File: src/rtl/ir_intf_if.sv
// Bundle between the IR scan sequencer, the A2D converter and the downstream error stage.
// The master side is the sequencer; the slave side is the converter plus reading consumer.
interface ir_if;
    logic        cnv_cmplt;
    logic [11:0] res;
    logic        strt_cnv;
    logic [2:0]  chnnl;
    logic        IR_en;
    logic        IR_vld;
    logic [11:0] IR_0;
    logic [11:0] IR_1;
    logic [11:0] IR_2;
    logic [11:0] IR_3;
    logic [11:0] IR_4;
    logic [11:0] IR_5;
    logic [11:0] IR_6;
    logic [11:0] IR_7;

    modport master (
        input  cnv_cmplt, res,
        output strt_cnv, chnnl, IR_en, IR_vld,
        output IR_0, IR_1, IR_2, IR_3, IR_4, IR_5, IR_6, IR_7
    );

    modport slave (
        output cnv_cmplt, res,
        input  strt_cnv, chnnl, IR_en, IR_vld,
        input  IR_0, IR_1, IR_2, IR_3, IR_4, IR_5, IR_6, IR_7
    );
endinterface

File: src/rtl/ir_intf.sv
// IR scan sequencer: powers the emitters each period, settles, converts channels 0..7,
// then publishes all eight readings together with a one-cycle IR_vld pulse.
//
// state    | meaning
// ST_IDLE  | emitters off, waiting for the period tick
// ST_SETTL | emitters on, letting the line settle
// ST_STRT  | strt_cnv pulse for channel idx
// ST_WAIT  | waiting for cnv_cmplt on channel idx
// ST_DONE  | readings published, IR_vld pulse
module ir_intf #(
    parameter int PERIOD = 1048576,
    parameter int SETTLE = 4096
) (
    input  logic clk,
    input  logic rst_n,
    ir_if.master bus
);
    localparam int TW = (PERIOD > 1) ? $clog2(PERIOD) : 1;
    localparam int SW = (SETTLE > 1) ? $clog2(SETTLE) : 1;

    typedef enum logic [2:0] {
        ST_IDLE,
        ST_SETTL,
        ST_STRT,
        ST_WAIT,
        ST_DONE
    } state_t;

    state_t        r_state;
    logic [TW-1:0] r_timer;
    logic [SW-1:0] r_settle_cnt;
    logic [2:0]    r_idx;
    logic [11:0]   r_work [8];
    logic [11:0]   r_ir   [8];
    logic          r_strt;
    logic          r_en;
    logic          r_vld;
    logic          w_tick;

    assign w_tick = (r_timer == TW'(PERIOD - 1));

    always_ff @(posedge clk or negedge rst_n) begin
        if (!rst_n) begin
            r_timer <= '0;
        end else if (w_tick) begin
            r_timer <= '0;
        end else begin
            r_timer <= r_timer + 1'b1;
        end
    end

    always_ff @(posedge clk or negedge rst_n) begin
        if (!rst_n) begin
            r_state      <= ST_IDLE;
            r_settle_cnt <= '0;
            r_idx        <= '0;
            r_strt       <= 1'b0;
            r_en         <= 1'b0;
            r_vld        <= 1'b0;
            for (int i = 0; i < 8; i++) begin
                r_work[i] <= '0;
                r_ir[i]   <= '0;
            end
        end else begin
            r_strt <= 1'b0;
            r_vld  <= 1'b0;
            case (r_state)
                ST_IDLE: begin
                    if (w_tick) begin
                        r_state      <= ST_SETTL;
                        r_settle_cnt <= '0;
                        r_idx        <= '0;
                        r_en         <= 1'b1;
                    end
                end
                ST_SETTL: begin
                    r_settle_cnt <= r_settle_cnt + 1'b1;
                    if (r_settle_cnt == SW'(SETTLE - 1)) begin
                        r_state <= ST_STRT;
                        r_strt  <= 1'b1;
                    end
                end
                ST_STRT: begin
                    r_state <= ST_WAIT;
                end
                ST_WAIT: begin
                    if (bus.cnv_cmplt) begin
                        r_work[r_idx] <= bus.res;
                        if (r_idx == 3'd7) begin
                            // Channel 7 lands this edge, so publish it straight from res.
                            for (int i = 0; i < 7; i++) begin
                                r_ir[i] <= r_work[i];
                            end
                            r_ir[7] <= bus.res;
                            r_state <= ST_DONE;
                            r_en    <= 1'b0;
                            r_vld   <= 1'b1;
                        end else begin
                            r_idx   <= r_idx + 1'b1;
                            r_state <= ST_STRT;
                            r_strt  <= 1'b1;
                        end
                    end
                end
                ST_DONE: begin
                    r_state <= ST_IDLE;
                end
                default: begin
                    r_state <= ST_IDLE;
                    r_en    <= 1'b0;
                end
            endcase
        end
    end

    assign bus.strt_cnv = r_strt;
    assign bus.chnnl    = r_idx;
    assign bus.IR_en    = r_en;
    assign bus.IR_vld   = r_vld;
    assign bus.IR_0     = r_ir[0];
    assign bus.IR_1     = r_ir[1];
    assign bus.IR_2     = r_ir[2];
    assign bus.IR_3     = r_ir[3];
    assign bus.IR_4     = r_ir[4];
    assign bus.IR_5     = r_ir[5];
    assign bus.IR_6     = r_ir[6];
    assign bus.IR_7     = r_ir[7];
endmodule

File: src/flat_wrapper.sv
// flat-port wrapper written by rule: the top's interface ports become plain ports
module ir_intf_flat 
#(
    parameter int PERIOD = 1048576,
    parameter int SETTLE = 4096
)
  (clk, rst_n, bus_cnv_cmplt, bus_res, bus_strt_cnv, bus_chnnl, bus_IR_en, bus_IR_vld, bus_IR_0, bus_IR_1, bus_IR_2, bus_IR_3, bus_IR_4, bus_IR_5, bus_IR_6, bus_IR_7);
  ir_if bus_i ();
  input  logic clk;
  input  logic rst_n;
  input wire logic [$bits(bus_i.cnv_cmplt)-1:0] bus_cnv_cmplt;
  input wire logic [$bits(bus_i.res)-1:0] bus_res;
  output wire logic [$bits(bus_i.strt_cnv)-1:0] bus_strt_cnv;
  output wire logic [$bits(bus_i.chnnl)-1:0] bus_chnnl;
  output wire logic [$bits(bus_i.IR_en)-1:0] bus_IR_en;
  output wire logic [$bits(bus_i.IR_vld)-1:0] bus_IR_vld;
  output wire logic [$bits(bus_i.IR_0)-1:0] bus_IR_0;
  output wire logic [$bits(bus_i.IR_1)-1:0] bus_IR_1;
  output wire logic [$bits(bus_i.IR_2)-1:0] bus_IR_2;
  output wire logic [$bits(bus_i.IR_3)-1:0] bus_IR_3;
  output wire logic [$bits(bus_i.IR_4)-1:0] bus_IR_4;
  output wire logic [$bits(bus_i.IR_5)-1:0] bus_IR_5;
  output wire logic [$bits(bus_i.IR_6)-1:0] bus_IR_6;
  output wire logic [$bits(bus_i.IR_7)-1:0] bus_IR_7;
  assign bus_i.cnv_cmplt = bus_cnv_cmplt;
  assign bus_i.res = bus_res;
  assign bus_strt_cnv = bus_i.strt_cnv;
  assign bus_chnnl = bus_i.chnnl;
  assign bus_IR_en = bus_i.IR_en;
  assign bus_IR_vld = bus_i.IR_vld;
  assign bus_IR_0 = bus_i.IR_0;
  assign bus_IR_1 = bus_i.IR_1;
  assign bus_IR_2 = bus_i.IR_2;
  assign bus_IR_3 = bus_i.IR_3;
  assign bus_IR_4 = bus_i.IR_4;
  assign bus_IR_5 = bus_i.IR_5;
  assign bus_IR_6 = bus_i.IR_6;
  assign bus_IR_7 = bus_i.IR_7;
  ir_intf #(.PERIOD(PERIOD), .SETTLE(SETTLE)) u_core (.clk(clk), .rst_n(rst_n), .bus(bus_i));
endmodule
File: config.mk
export PLATFORM = sky130hd
export DESIGN_NAME = ir_intf_flat
export DESIGN_NICKNAME = d
export VERILOG_FILES = /design/src/rtl/ir_intf_if.sv /design/src/rtl/ir_intf.sv /design/src/flat_wrapper.sv
export SDC_FILE = /design/constraint.sdc
export NUM_CORES = 1
export LEC_CHECK = 0
export BUFFER_PORTS_ARGS = -buffer_cell sky130_fd_sc_hd__clkbuf_2
export CAP_MARGIN = 20
export CORE_ASPECT_RATIO = 1.1
export CORE_MARGIN = 2
export CORE_UTILIZATION = 25
export CTS_CLUSTER_DIAMETER = 100
export DETAILED_ROUTE_END_ITERATION = 16
export PLACE_DENSITY_LB_ADDON = 0.05
export SLEW_MARGIN = 10
export SYNTH_ARGS = -nofsm -noshare
export SYNTH_HDL_FRONTEND = slang
export SYNTH_SLANG_ARGS = --single-unit
File: constraint.sdc
create_clock -name clk -period 2.7 [get_ports clk]
set_clock_uncertainty 0.15 [all_clocks]
set_input_delay 0 -clock clk [delete_from_list [all_inputs] [get_ports clk]]
set_output_delay 0 -clock clk [all_outputs]
set_load 0.1 [all_outputs]
==> metrics.md, run 1 <==
| Metric | Value |
|---|---|
| Ys async rst share | between 90% and 100% |
| Worst-Skew Late Latency | 0.52 ns |
| Avg WL per Cell | 16.8 µm |
| Crit. End Element | register |
| Final Wtd Congestion | 0.688 |
| Hold-critical path endpoint | u_core.bus.IR_7[11] |
| Core Area | 35200 µm² |
| Min-Delay Path Depth | 4 |
| Clk pin slew, worst setup/hold paths | approximately 0.060 ns |
| Via-per-instance ratio | approximately 4.2 |
| Largest net degree at the start of global routing | 61 |
| Die width | between 150 and 200 µm |
| Top cells by area, synth | dfrtp_1 (62%), nand2_1 (13%), mux2_2 (11%) |
| Register area share after synthesis | 61.7% |
| Final period util | 82.6% |
| Slowest Stage Delay on Critical Path | slightly above 0.5 ns |
| Yosys top cell area share | around three fifths |
| CP Buf/Inv Count | 1 |
| IO Pins | between 100 and 150 |
| Gr usage total | a little over an eighth |
| CP Data Arrival Time | approximately 2.5 ns |
| F_max | 448 MHz |
| GR Overflow Total | 0 |
| EDFF count, synth | 0 |
| CP top delay family | simple AND/OR/NAND/NOR gates |
| Worst slew margin | 60.9% |
| Residual DRC | 0 |
| Final #Nets | 984 |
| Wire length of the first global-routing pass | 39000 µm |
| Final hold viol count | 0 |
| Buffers on Ports | 116 |
| Syn Inst Count | 822 |
| Post-CTS Resized | 0 |
| Avg Cell Area, Syn | between 10 and 15 µm² |
| R2R Setup Slk | around 0.47 ns |
| Worst Path Required | between 2 and 3 ns |
| Fraction of layout cells with a size suffix above 1 | 27.4% |
| Final slew viol count | 0 |
| Reg2reg start | u_core.r_state[2] |
| Initial antenna violation count | 1 |
| CTS Root Cell | clkbuf_16 |
| Status | finished, final reports clean |
| Syn. warnings | 0 |
| Most frequent cells in the layout | nand2_1 (313), dfrtp_1 (221), clkbuf_2 (115) |
| Vias in the first global route | 6443 |
| Die Ht | between 200 and 250 µm |
| CP Launch Type | register |
| Hold Path Class | in -> reg |
| TNS Setup | 0 ns |
| RSZ-0062 raised after global routing | no |
| Max FO, Critical Path | 8 |
| CTS Sinks | 221 |
| DR pass1 iterations | 4 |
| FP Rows | 72 |
| Cell depth of the worst flop-to-flop path | 5 |
| CTS max path bufs | 3 |
| Min Tclk post-route | between 2 and 2.5 ns |
| Routed vias | around 6200 |
| Primary FF master, synth | dfrtp_1 |
| Full die area | ~37000 µm² |
| Number of DRC markers in iteration 0 | roughly 230 |
| Final Routed Wirelength | about 25000 µm |
| Hpwl dp | 15600 µm |
| ANT nets after route | 0 |
| CP Class | reg -> reg |
| CTS tree | done |
| Layout area overhead | 24.6% |
| CTS Buf Count | 27 |
| Synth Cell Area | about 9000 µm² |
| Cell Chain, Critical Path | and4b_1, nand2b_4, nor3b_4, buf_12, mux2_2 |
| Commonest non-fill, non-tap cell in the layout | nand2_1 |
| H-tree depth | 1 |
| Ant diodes | 0 |
| Post-synthesis register bit count | 221 |
| Critical path's slowest cell | and4b_1 |
| Worst R2R End | u_core.r_work[67] |
| Post-synth top area cell | dfrtp_1 |
| Net Count, Synth | about 840 |
| Number of max-cap violations | 0 |
| Final setup violation count | 0 |
| Synth unique cells | 47 |
| Effective utilization at floorplan | 25.5% |
| Worst Min Path Start | bus_res[11] |
| Worst-Margin Slew | a little under 0.6 ns |
-- cells by family (layout without fill, tap and decap cells) --
logic type	Yosys count	count (layout)	share of synthesized area, %
and+or+nand+nor	399	399	19.0
DFF	221	221	61.7
muxes	93	93	11.6
buffers and inverters	54	213	3.06
AOI/OAI and AO/OA	36	36	2.65
xor gates and xnor gates	15	15	1.47
adders and majority gates	4	4	0.558
-- sequential cells by signal, summed over array words and instances, names as in the netlist, 3 cells and up --
name and cells:
u_core.bus.IR_0 12, u_core.bus.IR_1 12, u_core.bus.IR_2 12, u_core.bus.IR_3 12
u_core.bus.IR_4 12, u_core.bus.IR_5 12, u_core.bus.IR_6 12, u_core.bus.IR_7 12
u_core.bus.chnnl 3, u_core.r_settle_cnt 12, u_core.r_state 3, u_core.r_timer 20
u_core.r_work 84
-- area by class of cell --
class                           count  area, µm²
Sequential cell                   221       5530
Tap cell                          481        602
Inverter                           16       61.3
Clock inverter                      3       42.5
Fill cell                        3710      24100
Multi-Input combinational cell    547       3170
Clock buffer                       42        772
Timing Repair Buffer              152        993
-- per-stage QoR --
step                      cells  cell area (µm²)  hold WS [ns]  setup WS, ns  utilization (%)
after floorplan             822             8970        -0.446         0.226                -
after global placement     1401            10200        -0.140         0.515             28.9
after detailed placement   1401            10200        -0.144         0.471             28.9
after CTS                  1462            11200         0.227         0.459             31.7
after global routing       1462            11200         0.258         0.362             31.7
final                      1462            11200         0.239         0.469             31.7
-- how the worst max path moves through the flow --
stage                   startpoint                  end  slack, ns  depth (start not counted)
3_5_place_dp     u_core.r_state[2]    u_core.r_work[67]       0.47                          5
2_1_floorplan  u_core.bus.chnnl[1]  u_core.bus.IR_6[10]       0.23                          8
4_1_cts          u_core.r_state[2]    u_core.r_work[67]       0.46                          5
6_report         u_core.r_state[2]    u_core.r_work[67]       0.47                          5
3_3_place_gp     u_core.r_state[2]    u_core.r_work[70]       0.51                          5
5_1_grt          u_core.r_state[2]    u_core.r_work[64]       0.36                          5
-- worst reg2reg max path, cell delays in order, from the launching register on --
cell      delay [ns]
dfrtp_1         0.45
and4b_1         0.51
nand2b_4        0.13
nor3b_4         0.36
buf_12          0.18
mux2_2          0.33
-- metal layers --
metal	vias up	share of wire [%]	track usage, %
li1	2995	-	-
met1	3060	47	18.7
met2	103	47	21.9
met3	34	4.2	2.26
met4	0	1.8	3.29
met5	-	0	0
-- repair_timing --
item	4_1_cts	5_1_grt
endpoints found under the hold margin	321	0
hold buffers	16	0
setup buffers	0	0
-- synthesized netlist by cell type, types with 2 or more instances --
library cell and count:
and4_1 5, buf_4 5, clkbuf_1 11, o21ai_0 12, nand4b_1 2, nand3_1 18, xnor2_1 8, a31oi_1 2
nor2_1 18, nor3_1 11, dfrtp_1 221, buf_2 18, mux2_2 89, a21oi_1 4, nor4_1 4, and2_1 2
xor2_1 7, nor3b_4 2, ha_1 4, nand2_1 314, inv_1 15, buf_6 4, o21a_1 2, nand4_1 7
o211ai_1 7, mux2i_1 4, and3_1 5, o311ai_0 2
Power of run 1 is left out: the tool's default activity adds up to more than one toggle a clock period on the data nets, which glitch-free logic cannot reach.
==> run 2: changes to the inputs <==
Clock period 2.7 ns to 2.33 ns, I/O delays scaled along.
==> run 2 against run 1 <==
Non-clock buffer count is 4 higher. Die area unchanged. Maximum frequency is 3.5% higher. Wire length is 0.26% higher. Clock-buffer cell count stayed put. Critical path depth unchanged. Worst setup slack got worse by 0.29 ns. Register-to-register slack got worse by 0.29 ns. Largest cell class unchanged.
==> metrics.md, run 2 (synthesized netlist as in run 1, its figures left out) <==
| Metric | Value |
|---|---|
| Core Area | 35200 µm² (unchanged) |
| Final hold viol count | 0 (unchanged) |
| CP Launch Type | register |
| Ant diodes | 0 (unchanged) |
| CTS Root Cell | clkbuf_16 |
| CP Data Arrival Time | 2.41 ns (-0.08 ns) |
| Clk pin slew, worst setup/hold paths | 0.06 ns (about the same) |
| Via-per-instance ratio | 4.26 (+0.47%) |
| Effective utilization at floorplan | 25.5% (unchanged) |
| Initial antenna violation count | 0 (-1) |
| Status | finished, final reports clean |
| Final setup violation count | 0 (unchanged) |
| Post-CTS Resized | 0 (unchanged) |
| Hpwl dp | 15800 µm (+1.4%) |
| Avg WL per Cell | 16.8 µm (-0.22%) |
| Cell depth of the worst flop-to-flop path | 5 (unchanged) |
| Number of DRC markers in iteration 0 | 261 (+12%) |
| Worst-Margin Slew | 0.657 ns (+0.0694 ns) |
| Buffers on Ports | 116 (unchanged) |
| CTS Sinks | 221 (unchanged) |
| Biggest regs | u_core.r_work (84), u_core.r_timer (20) |
| Crit. End Element | register |
| Layout area overhead | 25.3% |
| Max reg flops | 84 (unchanged) |
| Reg2reg start | u_core.r_state[2] |
| Gr usage total | 13.4% (-0.13 points) |
| TNS Setup | 0 ns (unchanged) |
| GR Overflow Total | 0 (unchanged) |
| Vias in the first global route | 6298 (-2.3%) |
| Crit path capture | u_core.r_work[38] |
| Worst slew margin | 56.2% (-4.6 points) |
| Commonest non-fill, non-tap cell in the layout | nand2_1 |
| Final #Nets | 988 (+0.41%) |
| R2R Setup Slk | 0.17 ns (-0.29 ns) |
| Worst R2R End | u_core.r_work[38] |
| Max FO, Critical Path | 12 (+4) |
| Number of max-cap violations | 0 (unchanged) |
| Hold Path Class | in -> reg |
| Worst Path Required | 2.58 ns (-0.38 ns) |
| Largest Register | u_core.r_work |
| Die Ht | 203 µm (unchanged) |
| F_max | 464 MHz (+3.5%) |
| Largest net degree at the start of global routing | 87 (+43%) |
| Full die area | 37400 µm² (unchanged) |
| DP Area | 10200 µm² (+0.15%) |
| Crit path from | u_core.r_state[2] |
| Worst Min Path Start | bus_res[1] |
| Wire length of the first global-routing pass | 38700 µm (-0.97%) |
| Min Tclk post-route | 2.16 ns (-0.0755 ns) |
| Fin area | 11200 µm² (+0.58%) |
| Routed vias | 6251 (+0.95%) |
| H-tree depth | 1 (unchanged) |
| Final Wtd Congestion | 0.688 (about the same) |
| DR pass1 iterations | 4 (unchanged) |
| CTS max path bufs | 3 (unchanged) |
| Most frequent cells in the layout | nand2_1 (313), dfrtp_1 (219), clkbuf_2 (115) |
| CTS tree | done |
| Final slew viol count | 0 (unchanged) |
| Die width | 185 µm (unchanged) |
| Residual DRC | 0 (unchanged) |
| IO Pins | 117 (unchanged) |
| Final Routed Wirelength | 24700 µm (+0.26%) |
| CTS Buf Count | 27 (unchanged) |
| Fraction of layout cells with a size suffix above 1 | 28.5% (+1.1 points) |
| Worst-Skew Late Latency | 0.53 ns (about the same) |
| ANT nets after route | 0 (unchanged) |
| CP Class | reg -> reg |
| RSZ-0062 raised after global routing | no |
| FP Rows | 72 (unchanged) |
| Final period util | 92.5% (+9.9 points) |
-- run 2: cell count changes in the layout (fill, tap and decap cells not counted) --
| cell | previous run | this run |
|---|---|---|
| buf_4 | 14 | 21 |
| clkbuf_1 | 11 | 7 |
| clkbuf_8 | 4 | 8 |
| clkinv_2 | 2 | 5 |
| buf_12 | 6 | 4 |
| dfrtp_1 | 221 | 219 |
| dfrtp_2 | 0 | 2 |
| buf_16 | 1 | 0 |
| bufinv_16 | 1 | 2 |
| clkinvlp_4 | 1 | 0 |
-- run 2: worst min-delay path by stage --
stage,endpoint,depth (start not counted)
floorplan,u_core.bus.IR_0[0],0
global placement,u_core.r_work[78],1
detailed placement,u_core.r_work[78],1
CTS,u_core.bus.IR_7[1],4
global route,u_core.bus.IR_7[11],4
finish,u_core.bus.IR_7[1],4
-- run 2: area by class of cell --
class                           count  area [µm²]
Clock buffer                       42         812
Clock inverter                      6        80.1
Fill cell                        3661       24000
Sequential cell                   221        5530
Timing Repair Buffer              156         978
Tap cell                          481         602
Multi-Input combinational cell    547        3170
Inverter                           16        61.3
-- run 2: through the flow --
stage / instances / hold WS, ns / worst slack (ns) / util [%]
after detailed placement: 1406 / -0.103 / 0.177 / 28.9
after global routing: 1469 / 0.287 / 0.0846 / 31.9
after CTS: 1469 / 0.235 / 0.151 / 31.9
final: 1469 / 0.251 / 0.175 / 31.9
after floorplan: 822 / -0.446 / 0.0338 / -
after global placement: 1406 / -0.100 / 0.225 / 28.9
-- run 2: metal layers --
layer | GRT usage [%] | vias to the layer above | part of all wire, % | routed length (µm)
met2 | 21.6 | 120 | 47 | 11700
li1 | - | 3007 | - | -
met1 | 18.5 | 3086 | 46 | 11300
met4 | 3.60 | 0 | 2.0 | 505
met5 | 0 | - | 0 | 0
met3 | 2.31 | 38 | 4.9 | 1200
-- run 2: repair_timing --
| action | in CTS | in global routing |
|---|---|---|
| endpoints found under the hold margin | 321 | 0 |
| setup buffers | 0 | 0 |
| hold buffers | 15 | 0 |
-- run 2: critical path, cell delays in order (launching register included) --
cell and delay, ns:
dfrtp_1 0.46, and4b_1 0.50, nand2b_4 0.13, nor3b_4 0.20, buf_4 0.23, mux2_2 0.35
Power of run 2 is left out for the same reason.
==> run 3: changes to the inputs <==
Settings changed: PLACE_DENSITY_LB_ADDON 0.05 to default.
==> run 3 against run 2 <==
Global-route usage is 1.8 points lower. Cell count is 0.41% lower. Wire length is 12% lower. Non-clock buffer count is 2 lower. Largest cell class unchanged. Highest routed layer unchanged.
==> metrics.md, run 3 (synthesized netlist as in run 1, its figures left out) <==
| Metric | Value |
|---|---|
| Max FO, Critical Path | 8 (-4) |
| Via-per-instance ratio | 4.24 (-0.39%) |
| Worst slew margin | 58.1% (+1.9 points) |
| FP Rows | 72 (unchanged) |
| IO Pins | 117 (unchanged) |
| Wire length of the first global-routing pass | 34300 µm (-11%) |
| Min Tclk post-route | 2.04 ns (-0.112 ns) |
| ANT nets after route | 0 (unchanged) |
| Dpl cells | 1404 (-0.14%) |
| Final slew viol count | 0 (unchanged) |
| Biggest regs | u_core.r_work (84), u_core.r_timer (20) |
| CTS max path bufs | 3 (unchanged) |
| Fin area | 11100 µm² (-0.83%) |
| Status | finished, final reports clean |
| DR pass1 iterations | 6 (+2) |
| Final hold viol count | 0 (unchanged) |
| Largest Register | u_core.r_work |
| Gr usage total | 11.6% (-1.8 points) |
| Final setup violation count | 0 (unchanged) |
| Commonest non-fill, non-tap cell in the layout | nand2_1 |
| Most frequent cells in the layout | nand2_1 (313), dfrtp_1 (219), clkbuf_2 (115) |
| F_max | 489 MHz (+5.5%) |
| Core Area | 35200 µm² (unchanged) |
| Hold Path Class | in -> reg |
| Number of DRC markers in iteration 0 | 353 (+35%) |
| Fillers | 3613 (-1.3%) |
| Avg WL per Cell | 14.9 µm (-12%) |
| Full die area | 37400 µm² (unchanged) |
| Fraction of layout cells with a size suffix above 1 | 28.3% (-0.23 points) |
| CTS Buf Count | 25 (-7.4%) |
| Routed vias | 6201 (-0.80%) |
| CP Class | reg -> reg |
| Largest net degree at the start of global routing | 85 (-2.3%) |
| Vias in the first global route | 6129 (-2.7%) |
| FF+latch area | 5530 µm² (unchanged) |
| TNS Setup | 0 ns (unchanged) |
| Fin util | 31.6% (-0.27 points) |
| Die width | 185 µm (unchanged) |
| Max reg flops | 84 (unchanged) |
| Multi-input logic area | 3170 µm² (unchanged) |
| Final Wtd Congestion | 0.786 (+14%) |
| GR Overflow Total | 0 (unchanged) |
| Effective utilization at floorplan | 25.5% (unchanged) |
| Hpwl dp | 14400 µm (-8.9%) |
| Post-Layout Cell Count | 1463 (-0.41%) |
| CP Data Arrival Time | 2.29 ns (-0.12 ns) |
| Ant diodes | 0 (unchanged) |
| Worst-Margin Slew | 0.631 ns (-0.0259 ns) |
| Number of max-cap violations | 0 (unchanged) |
| Crit. End Element | register |
| Buffers on Ports | 116 (unchanged) |
| Post-CTS setup buffer count | 0 (unchanged) |
| Initial antenna violation count | 0 (unchanged) |
| CP Launch Type | register |
| Die Ht | 203 µm (unchanged) |
| Residual DRC | 0 (unchanged) |
| Final #Nets | 984 (-0.40%) |
| Layout area overhead | 24.3% |
| CTS Root Cell | clkbuf_16 |
| Final period util | 87.7% (-4.8 points) |
| Clk pin slew, worst setup/hold paths | 0.06 ns (about the same) |
| H-tree depth | 1 (unchanged) |
| RSZ-0062 raised after global routing | no |
| CTS tree | done |
| Worst-Skew Late Latency | 0.52 ns (about the same) |
| CTS Sinks | 221 (unchanged) |
| DP Area | 10200 µm² (-0.39%) |
| Final Routed Wirelength | 21800 µm (-12%) |
| Worst Path Required | 2.57 ns (about the same) |
## run 3: layer usage
metal	routed length, µm	global-route usage, %	vias up
met4	350	2.80	0
met3	1510	2.87	29
met5	0	0	-
li1	-	-	2996
met1	9890	15.6	3049
met2	10000	18.8	127
## run 3: worst paths after layout
kind / startpoint / endpoint / slack (ns) / cells past startpoint
hold / removal: bus_res[0] / u_core.bus.IR_7[0] / 0.24 / 4
min in group asynchronous: rst_n / u_core.bus.strt_cnv / 0.42 / 3
hold reg to reg: u_core.r_work[58] / u_core.bus.IR_3[10] / 0.31 / 2
max in group asynchronous: rst_n / u_core.bus.IR_6[1] / 0.77 / 4
setup reg to reg: u_core.r_state[2] / u_core.r_work[65] / 0.29 / 5
setup / recovery: u_core.r_state[2] / u_core.r_work[65] / 0.29 / 5
## run 3: metrics by stage
stage	hold slack (ns)	setup WS (ns)
3_5_place_dp	-0.161	0.305
6_report	0.242	0.286
2_1_floorplan	-0.446	0.0338
3_3_place_gp	-0.155	0.338
5_1_grt	0.249	0.181
4_1_cts	0.219	0.283
## run 3: what timing repair did
| item | CTS | global route |
|---|---|---|
| gates resized for setup | 0 | 0 |
| hold endpoints to repair | 321 | 0 |
| hold buffers | 15 | 0 |
## run 3: area by class of cell
class / instances / area share (%)
Clock inverter: 10 / 1.25
Sequential cell: 221 / 49.7
Clock buffer: 34 / 6.28
Multi-Input combinational cell: 547 / 28.5
Timing Repair Buffer: 154 / 8.42
Tap cell: 481 / 5.40
Inverter: 16 / 0.550
## run 3: critical path, stage by stage, from the launching register on
cell      delay (ns)
dfrtp_1         0.45
and4b_1         0.40
nand2b_4        0.11
nor3b_4         0.24
buf_4           0.23
mux2_2          0.34
Power of run 3 is left out for the same reason.
